## src/rtl/wb_ram_arbiter.sv

```systemverilog
// Round-robin arbiter sharing one byte-enabled single-port RAM between an ibus (read) and a dbus (read/write).
// Three-cycle access (grant, RAM cycle, ack); a requester simply waits in cyc until its ack pulses.
module wb_ram_arbiter #(
  parameter int depth = 256,
  parameter int aw    = $clog2(depth)
) (
  input  logic          i_wb_clk,
  input  logic          i_wb_rst,
  input  logic [aw-1:0] i_ibus_adr,
  input  logic          i_ibus_cyc,
  output logic [31:0]   o_ibus_rdt,
  output logic          o_ibus_ack,
  input  logic [aw-1:0] i_dbus_adr,
  input  logic [31:0]   i_dbus_dat,
  input  logic [3:0]    i_dbus_sel,
  input  logic          i_dbus_we,
  input  logic          i_dbus_cyc,
  output logic [31:0]   o_dbus_rdt,
  output logic          o_dbus_ack,
  output logic [aw-1:0] o_ram_adr,
  output logic [31:0]   o_ram_dat,
  output logic [3:0]    o_ram_sel,
  output logic          o_ram_we,
  output logic          o_ram_cyc,
  input  logic [31:0]   i_ram_rdt
);

  typedef enum logic [1:0] {
    IDLE   = 2'd0,
    ACCESS = 2'd1,
    ACK    = 2'd2
  } state_t;

  state_t state;
  state_t state_nxt;

  // 1 = dbus; during ACCESS/ACK this also names the current grantee
  logic last_grant;
  logic grant_vld;
  logic grant_dbus;

  always_comb begin
    grant_vld  = i_ibus_cyc | i_dbus_cyc;
    grant_dbus = 1'b0;
    if (i_ibus_cyc && i_dbus_cyc) begin
      grant_dbus = ~last_grant;
    end else begin
      grant_dbus = i_dbus_cyc;
    end
  end

  always_ff @(posedge i_wb_clk) begin
    if (i_wb_rst) begin
      state <= IDLE;
    end else begin
      state <= state_nxt;
    end
  end

  always_comb begin
    state_nxt = state;
    unique case (state)
      IDLE:    if (grant_vld) state_nxt = ACCESS;
      ACCESS:  state_nxt = ACK;
      ACK:     state_nxt = IDLE;
      default: state_nxt = IDLE;
    endcase
  end

  // Command strobes are cleared every cycle so cyc/we are high only during ACCESS
  always_ff @(posedge i_wb_clk) begin
    if (i_wb_rst) begin
      o_ram_adr  <= '0;
      o_ram_dat  <= '0;
      o_ram_sel  <= '0;
      o_ram_we   <= 1'b0;
      o_ram_cyc  <= 1'b0;
      o_ibus_ack <= 1'b0;
      o_dbus_ack <= 1'b0;
      last_grant <= 1'b1;
    end else begin
      o_ram_we   <= 1'b0;
      o_ram_cyc  <= 1'b0;
      o_ibus_ack <= 1'b0;
      o_dbus_ack <= 1'b0;
      unique case (state)
        IDLE: begin
          if (grant_vld) begin
            last_grant <= grant_dbus;
            o_ram_cyc  <= 1'b1;
            if (grant_dbus) begin
              o_ram_adr <= i_dbus_adr;
              o_ram_dat <= i_dbus_dat;
              o_ram_sel <= i_dbus_sel;
              o_ram_we  <= i_dbus_we;
            end else begin
              o_ram_adr <= i_ibus_adr;
              o_ram_dat <= '0;
              o_ram_sel <= 4'hF;
              o_ram_we  <= 1'b0;
            end
          end
        end
        ACCESS: begin
          o_ibus_ack <= ~last_grant;
          o_dbus_ack <= last_grant;
        end
        default: ;
      endcase
    end
  end

  assign o_ibus_rdt = i_ram_rdt;
  assign o_dbus_rdt = i_ram_rdt;

  a_one_ack: assert property (@(posedge i_wb_clk) !(o_ibus_ack && o_dbus_ack));
  a_ack_after_access: assert property (@(posedge i_wb_clk) disable iff (i_wb_rst)
    (o_ibus_ack || o_dbus_ack) |-> $past(o_ram_cyc));

endmodule

```

## config.mk

```make
export PLATFORM = sky130hd
export DESIGN_NAME = wb_ram_arbiter
export DESIGN_NICKNAME = d
export VERILOG_FILES = /design/src/rtl/wb_ram_arbiter.sv
export SDC_FILE = /design/constraint.sdc
export NUM_CORES = 1
export LEC_CHECK = 0
export ABC_AREA = 0
export CAP_MARGIN = 20
export CORE_ASPECT_RATIO = 0.7
export CORE_MARGIN = 1.5
export CORE_UTILIZATION = 28
export CTS_CLUSTER_DIAMETER = 120
export CTS_CLUSTER_SIZE = 16
export DETAILED_ROUTE_END_ITERATION = 12
export GPL_ROUTABILITY_DRIVEN = 0
export GPL_TIMING_DRIVEN = 0
export PLACE_DENSITY = 0.79
export SYNTH_ARGS = -nofsm -noshare
export SYNTH_HDL_FRONTEND = slang
export SYNTH_SLANG_ARGS = --single-unit
```

## constraint.sdc

```tcl
create_clock -name i_wb_clk -period 1.4 [get_ports i_wb_clk]
set_clock_uncertainty 0.15 [all_clocks]
set_input_delay 0.28 -clock i_wb_clk [delete_from_list [all_inputs] [get_ports i_wb_clk]]
set_output_delay 0.28 -clock i_wb_clk [all_outputs]
set_load 0.005 [all_outputs]
```

## Yosys cells after proc, flatten, opt, wreduce, memory -nomap -nowiden

Cells that the tools add are included.

| word-level totals | value |
|---|---|
| register bits after elaboration | 51 |
| latch bits | 0 |
| memory bits (writable) | 0 |
| bits in read-only memories | 0 |
| input port bits | 89 |
| memories kept | 0 |

| cells by class | value |
|---|---|
| add/sub/neg operators | 0 |
| multiply operators | 0 |
| div/mod/pow operators | 0 |
| order comparisons | 0 |
| equality and inequality tests | 2 |
| shift operators | 0 |
| multiplexer cells | 7 |
| bitwise gates (word level) | 6 |
| reduce and logical (&&, ||, !) cells | 6 |

Operators with widths:

| cell | count |
|---|---|
| $mux W32 | 1 |
| $mux W8 | 1 |
| $not A1 Y1 | 5 |
| $mux W4 | 1 |
| $pmux W2 S2 | 1 |
| $reduce_or A2 Y1 | 2 |
| $reduce_or A4 Y1 | 1 |
| $eq A2 B1 Y1 const B | 1 |
| $logic_not A2 Y1 | 1 |
| $mux W1 | 2 |
| $mux W2 | 1 |
| $ne A2 B2 Y1 const B | 1 |
| $reduce_and A2 Y1 | 1 |
| $logic_and A1 B1 Y1 | 1 |
| $or A1 B1 Y1 | 1 |

## Longest topological paths before layout

Gate-level depths: netlist of run 1.

| logic depth | value |
|---|---|
| depth after elaboration | 4 |
| depth in mapped cells | 5 |
| depth with buffers taken out | 3 |

## Least setup slack after synthesis of run 1

OpenSTA, ideal clock, no wires.

| timing | value |
|---|---|
| path type | in2reg |
| start point | in i_dbus_cyc |
| end point | reg o_ram_sel[1] |
| setup time | 0.119 ns |
| arrival time | 1.168 ns |
| data required time | 1.131 ns |
| setup slack | -0.036 ns |
| cell stages on the path | 5 |
| buffers on the path | 2 |
| path through | or2_4 buf_6 and2_4 buf_6 o221a_1 |

| on the way | value |
|---|---|
| longest elaborated chain between the ends | 3 |

Ends and longest elaborated chain:

| what | line | source |
|---|---|---|
| start: declaration | 17 | `input logic i_dbus_cyc,` |
| $logic_and A1 B1 Y1 | 45 | `if (i_ibus_cyc && i_dbus_cyc) begin` |
| $mux W1 | 45 |  |
| $mux W4 | 91 | `if (grant_dbus) begin` |
| end signal: assignment | 94 | `o_ram_sel <= i_dbus_sel;` |
| end: declaration | 22 | `output logic [3:0] o_ram_sel,` |

Several ways; a longest one is shown, not always the timed one.
A chain may end at the register's enable or synchronous reset.

## Worst setup path in the final report of run 1

| timing | value |
|---|---|
| start point | reg last_grant |
| end point | reg o_ram_dat[23] |

| on the way | value |
|---|---|
| longest elaborated chain between the ends | 3 |

Ends and longest elaborated chain:

| what | line | source |
|---|---|---|
| start: declaration | 38 | `logic last_grant;` |
| start signal: assignment | 89 | `last_grant <= grant_dbus;` |
| $not A1 Y1 | 46 | `grant_dbus = ~last_grant;` |
| $mux W1 | 45 |  |
| $mux W32 | 91 |  |
| end signal: assignment | 93 | `o_ram_dat <= i_dbus_dat;` |
| end: declaration | 21 | `output logic [31:0] o_ram_dat,` |

No other way between the ends.

==> results of run 1 <==
-- kinds of logic (layout without fill, tap and decap cells) --
logic type | after synthesis | count (layout) | share of synthesized area
flops | 51 | 51 | 0.458
buf+inv | 78 | 257 | 0.251
compound gates | 56 | 56 | 0.234
simple gates | 28 | 28 | 0.0578
-- registers in the layout (all words and copies together) (netlist names) --
register	count
o_ram_dat	32
o_ram_adr	8
o_ram_sel	4
state	2
last_grant	1
o_dbus_ack	1
o_ibus_ack	1
o_ram_cyc	1
o_ram_we	1
-- stage by stage --
| stage | util | power (mW) | worst slack, ns | instance area [sq um] |
|---|---|---|---|---|
| final | 0.545 | 4.02 | 0.0650 | 4250 |
| after global routing | 0.545 | 4.21 | 0.00287 | 4250 |
| after CTS | 0.544 | 4.06 | -0.0142 | 4240 |
| after detailed placement | 0.518 | 2.63 | -0.579 | 4040 |
| after global placement | 0.518 | 2.61 | -0.553 | 4040 |
| after floorplan | - | 2.03 | -0.0362 | 2230 |
-- metal layers --
| layer | track usage | part of all wire | vias up | wire (microns) |
|---|---|---|---|---|
| met5 | 0 | 0 | - | 0 |
| met4 | 0.0312 | 0.0040 | 0 | 27 |
| met3 | 0.0445 | 0.075 | 2 | 508 |
| met2 | 0.262 | 0.49 | 92 | 3280 |
| met1 | 0.191 | 0.43 | 977 | 2910 |
| li1 | - | - | 1043 | - |
-- worst min-delay path by stage --
stage          slack (ns)       endpoint     startpoint  cells after the start
6_report             0.32  o_ram_dat[25]  o_ram_dat[25]                      1
2_1_floorplan        0.22       state[1]       i_wb_rst                      1
5_1_grt              0.34       state[1]       i_wb_rst                      2
3_5_place_dp         0.30       state[1]       state[1]                      1
3_3_place_gp         0.28       state[1]       state[1]                      1
4_1_cts              0.32       state[1]       i_wb_rst                      2
-- Yosys cell counts (all sizes together) --
cell type | count | area [sq um]
and2 | 3 | 21.3
buf | 77 | 556
nor2b | 1 | 6.26
or2 | 1 | 8.76
nor2 | 3 | 11.3
and3 | 1 | 6.26
nor3b | 1 | 7.51
inv | 1 | 3.75
a21oi | 9 | 48.8
a22o | 32 | 280
a21bo | 1 | 10.0
a221o | 1 | 10.0
dfxtp | 51 | 1020
a311oi | 8 | 120
a21boi | 1 | 7.51
o221a | 4 | 45.0
nand2 | 18 | 67.6
-- worst register-to-register path, cell delays in order, from the launching register on --
cell and delay (ns):
dfxtp_2 0.35, a21boi_2 0.06, and3_1 0.18, buf_4 0.16
buf_6 0.14, a22o_1 0.19
-- power by group through the flow --
stage | sequential (mW) | combinational [mW] | clock (mW)
floorplan | 1.64 | 0.390 | 0
global placement | 1.63 | 0.976 | 0
detailed placement | 1.64 | 0.994 | 0
CTS | 1.61 | 0.985 | 1.47
global route | 1.62 | 1.06 | 1.53
finish | 1.61 | 0.986 | 1.43
-- final cells by class --
class	count	area, sq um	share of cell area
Buffer	76	593	0.139
Clock inverter	2	38.8	0.00912
Clock buffer	6	139	0.0327
Tap cell	101	126	0.0297
Inverter	1	3.75	0.000883
Timing Repair Buffer	172	1660	0.390
Multi-Input combinational cell	84	662	0.156
Sequential cell	51	1030	0.242
-- timing repair --
item,CTS,global route
pin swaps,2,1
gates cloned,1,0
resized for setup,70,14
hold buffers,0,0
endpoints found under the setup margin,96,43
setup buffers,3,0
==> metrics.yaml, run 1 <==
power_and_ir_drop:
  peakVddDrop_uv: 521
  clkPwrFrac: 0.355
  p_per_area_nw_per_um2: 946
  cellInternalPower_mw: 3.11
  power.share.sequential: 0.400
  combPwrFrac: 0.245
  power_leakage_nw: 1.98
  switching_share: 0.226
  p_switching_mw: 0.909
clock_tree:
  cts_buffers: 5
  cts.clk_slew.worst_paths_ns: 0.07
  cts_tree: "yes"
  cts_sinks: 51
  clk_latency_ns: 0.28
  clock_path_buffers: 2
  cts_max_level: 2
  cts-root-buf: "clkbuf_16"
setup_path:
  r2r_end: "o_ram_dat[23]"
  reg2reg_from: "last_grant"
  critPathMaxFanout: 10
  cpPeakStageDelay_ns: 0.35
  crit_start: "last_grant"
  endpoint_kind: "register"
  critical_path_depth: 5
  worstPathCellList: "a21boi_2 -> and3_1 -> buf_4 -> buf_6 -> a22o_1"
  required_ns: 1.42
  cp_top_family: "flip-flops"
  worstSetupPathType: "reg -> reg"
  startpoint_type: "register"
  crit_slowest_cell: "dfxtp_2"
  arrival_ns: 1.36
  rr_worst_depth: 5
  crit_buf_inv: 2
  rrSetupSlack_ns: 0.07
  endpoint: "o_ram_dat[23]"
sta:
  timing.fmax_mhz: 749
  relSlewSlack: 0.559
  fin_crit_sh: 0.954
  rsz0062_at_grt: "no"
  slew_viol_final: 0
  fin_setup_tns_ns: 0
  layout_min_cycle_time_ns: 1.33
  report.final.hold_viol_count: 0
  hold_ws_ns: 0.321
  max_slew.worst_pin.slew_ns: 0.661
  setup_violations: 0
detailed_routing:
  wl_per_cell_microns: 13.6
  drt_iter0_markers: 48
  antenna_left: 0
  firstDrtPassIters: 4
  totalWireLength_microns: 6730
  drc: 0
  avgViaCountPerCell: 4.29
  num_vias: 2114
placed_design:
  dp_cells: 482
  io_buffers: 168
  dpl.hpwl_microns: 5370
cells_and_area:
  final_cell_mix: "117 x clkdlybuf4s50_1, 73 x buf_4, 49 x dlygate4sd2_1, 44 x dfxtp_1, 32 x a22o_1"
  final_common_cell: "clkdlybuf4s50_1"
  fillers: 683
  finalNonFillerCells: 493
  drive_above_1_share: 0.288
  area_growth_pct: 90.6
  fin_nets: 480
  diodes: 0
die:
  core_sq_um: 7800
  die_h_microns: 77.7
  dieWidth_microns: 110
  die_area_sq_um: 8520
  rows: 27
  start_util: 0.286
  boundaryPins: 201
yosys:
  yosysSeqAreaShare: 0.458
  synth_cell_types: 23
  synth_seq_cells: 51
  avgSynthCellArea_sq_um: 10.5
  syn_inst: 213
  yosysWarnings: 0
  syn_nets: 302
  netlist_area_sq_um: 2230
run_status:
  status: "finished clean"
global_route:
  grt_remaining_overflow: 0
  grt_pass1_vias: 2192
  grt_start_max_net_pins: 17
  antenna_found_initial: 0
  grt_pass1_wl_microns: 10300
  grt_use_total: 0.153
worst_hold_path:
  hold_class: "reg -> reg"
flow_run:
  drv_cap: 0
Note: power is estimated with default switching activity, not from simulation.
==> inputs of run 2 (changes only) <==
==> constraint.sdc (replaced) <==
create_clock -name i_wb_clk -period 1.1 [get_ports i_wb_clk]
set_clock_uncertainty 0.15 [all_clocks]
set_input_delay 0.22 -clock i_wb_clk [delete_from_list [all_inputs] [get_ports i_wb_clk]]
set_output_delay 0.22 -clock i_wb_clk [all_outputs]
set_load 0.005 [all_outputs]
==> run 2 against run 1 <==
The flow now finishes with violations (setup timing). Global-route usage grew 0.29 points. Clock-buffer cell count unchanged. Critical path depth is 1 lower. First-iteration DRC count rose by 8.3%. Combinational power grew 34%. Maximum frequency increased by 2.0%. Sequential power is 29% higher. Worst setup slack got worse by 0.27 ns. Die area unchanged. Via count rose by 4.5%. Largest power group unchanged. Register-to-register slack worse by 0.27 ns. Cell count grew 3.2%.
==> metrics.yaml, run 2 (synthesized netlist as in run 1, its figures left out) <==
die:
  start_util: 0.286  # unchanged
  rows: 27  # unchanged
  dieWidth_microns: 110  # unchanged
  die_h_microns: 77.7  # unchanged
  die_area_sq_um: 8520  # unchanged
  boundaryPins: 201  # unchanged
  core_sq_um: 7800  # unchanged
sta:
  fin_crit_sh: 1.19  # was 0.954
  report.final.hold_viol_count: 0  # unchanged
  relSlewSlack: 0.802  # was 0.559
  layout_min_cycle_time_ns: 1.31  # was 1.33 ns
  rsz0062_at_grt: "yes"  # was no
  setup_violations: 46  # was 0
  max_slew.worst_pin.slew_ns: 0.297  # was 0.661 ns
  slew_viol_final: 0  # unchanged
  timing.fmax_mhz: 764  # was 749 MHz
  hold_ws_ns: 0.314  # was 0.321 ns
  layout_setup_ws_ns: -0.208  # was 0.0650 ns
detailed_routing:
  avgViaCountPerCell: 4.34  # was 4.29
  wl_per_cell_microns: 13.8  # was 13.6 microns
  antenna_left: 0  # unchanged
  firstDrtPassIters: 4  # unchanged
  drc: 0  # unchanged
  drt_iter0_markers: 52  # was 48
  totalWireLength_microns: 7030  # was 6730 microns
  num_vias: 2210  # was 2114
power_and_ir_drop:
  power_leakage_nw: 2.08  # was 1.98 nW
  peakVddDrop_uv: 726  # was 521 uV
  power.share.sequential: 0.418  # was 0.400
  p_switching_mw: 1.20  # was 0.909 mW
  switching_share: 0.240  # was 0.226
  p_per_area_nw_per_um2: 1140  # was 946 nW/um^2
  combPwrFrac: 0.265  # was 0.245
  cellInternalPower_mw: 3.78  # was 3.11 mW
  clkPwrFrac: 0.317  # was 0.355
setup_path:
  crit_slowest_cell: "dfxtp_2"  # unchanged
  endpoint_kind: "register"  # unchanged
  rrSetupSlack_ns: -0.21  # was 0.07 ns
  cpPeakStageDelay_ns: 0.34  # was 0.35 ns
  critPathMaxFanout: 10  # unchanged
  worstSetupPathType: "reg -> reg"  # unchanged
  arrival_ns: 1.32  # was 1.36 ns
  required_ns: 1.12  # was 1.42 ns
  worstPathCellList: "nor2_4 -> a21oi_4 -> buf_6 -> a22o_1"  # was a21boi_2 -> and3_1 -> buf_4 -> buf_6 -> a22o_1
  startpoint_type: "register"  # unchanged
cells_and_area:
  regMostFlops: "o_ram_dat"  # unchanged
  drive_above_1_share: 0.544  # was 0.288
  final_cell_mix: "84 x buf_4, 65 x dlygate4sd2_1, 53 x clkdlybuf4s50_1, 47 x dfxtp_2, 32 x a22o_1"  # was 117 x clkdlybuf4s50_1, 73 x buf_4, 49 x dlygate4sd2_1, 44 x dfxtp_1, 32 x a22o_1
  fin_nets: 496  # was 480
  final_common_cell: "buf_4"  # was clkdlybuf4s50_1
  largest_registers: "o_ram_dat (32), o_ram_adr (8), o_ram_sel (4)"  # unchanged
  largest_reg_flops: 32  # unchanged
  fillers: 704  # was 683
  diodes: 0  # unchanged
  area_growth_pct: 95.0  # was 90.6%
global_route:
  grt_use_total: 0.156  # was 0.153
  grt_pass1_wl_microns: 10500  # was 10300 microns
  grt_remaining_overflow: 0  # unchanged
  grt_start_max_net_pins: 17  # unchanged
  grt_pass1_vias: 2183  # was 2192
  antenna_found_initial: 0  # unchanged
clock_tree:
  clk_latency_ns: 0.28  # about the same
  cts.clk_slew.worst_paths_ns: 0.07  # about the same
  cts_tree: "yes"  # unchanged
  cts_buffers: 5  # unchanged
  cts-hold-fix-buffers: 0  # unchanged
  cts_sinks: 51  # unchanged
  cts_max_level: 2  # unchanged
  cts-root-buf: "clkbuf_16"  # unchanged
  clock_path_buffers: 2  # unchanged
placed_design:
  preCtsSetupSlack_ns: -0.794  # was -0.579 ns
  dpl.hpwl_microns: 5290  # was 5370 microns
  io_buffers: 168  # unchanged
run_status:
  status: "finished with violations"  # was finished clean
  violations: "setup timing"
worst_hold_path:
  hold_class: "reg -> reg"  # unchanged
flow_run:
  drv_cap: 0  # unchanged
[run 2: cell types whose count changed in the layout (fill, tap and decap cells not counted), sizes merged]
cell,previous run,this run
buf,80,146
clkdlybuf4s50,117,53
dlygate4sd2,49,65
clkbuf,8,6
bufinv,1,0
clkinv,0,1
clkinvlp,0,1
inv,2,1
[run 2: metrics by stage]
step,setup TNS (ns),utilization,std cells,cell area [sq um],total power [mW]
after floorplan,-6.14,-,213,2280,2.62
after global placement,-42.13,0.524,482,4090,3.35
after detailed placement,-43.22,0.524,482,4090,3.38
after CTS,-8.36,0.536,503,4180,4.93
after global routing,-11.92,0.557,509,4350,5.25
final,-8.23,0.557,509,4350,4.98
[run 2: worst paths after layout]
check | from | to | depth (start not counted)
hold / removal | o_ram_dat[4] | o_ram_dat[4] | 1
setup reg to reg | state[1] | o_ram_dat[0] | 4
setup / recovery | state[1] | o_ram_dat[0] | 4
hold reg to reg | o_ram_dat[4] | o_ram_dat[4] | 1
[run 2: power by group through the flow]
| stage | Clock [mW] | Sequential, mW | Combinational, mW |
|---|---|---|---|
| 2_1_floorplan | 0 | 2.10 | 0.521 |
| 3_3_place_gp | 0 | 2.08 | 1.27 |
| 3_5_place_dp | 0 | 2.09 | 1.29 |
| 4_1_cts | 1.63 | 2.07 | 1.23 |
| 5_1_grt | 1.73 | 2.10 | 1.42 |
| 6_report | 1.58 | 2.08 | 1.32 |
[run 2: layout make-up]
class / instances / area, sq um / share of cell area
tap: 101 / 126 / 0.0290
clock buffer: 6 / 139 / 0.0319
clock inverter: 2 / 16.3 / 0.00374
buffer: 75 / 606 / 0.139
sequential: 51 / 1080 / 0.248
inverter: 1 / 3.75 / 0.000863
multi-input combinational: 84 / 711 / 0.163
timing repair buffer: 189 / 1670 / 0.384
[run 2: metal layers]
metal,share of wire,GRT usage
met1,0.44,0.193
met2,0.49,0.276
met3,0.067,0.0412
met4,0.0018,0.0234
met5,0,0
[run 2: critical path: cells and delay by family, from the launching register on]
kind                   cells  cell delay, ns
flip-flops                 1            0.34
buffers and inverters      1            0.16
AND/OR/NAND/NOR            1            0.18
AO/OA/AOI/OAI              2            0.35
[run 2: what timing repair did]
item                                   4_1_cts  5_1_grt
resized for setup                          329       22
pin swaps                                    8        2
setup buffers                               13        5
endpoints found under the hold margin        0        0
setup endpoints to repair                  162       92
cloned                                       2        1
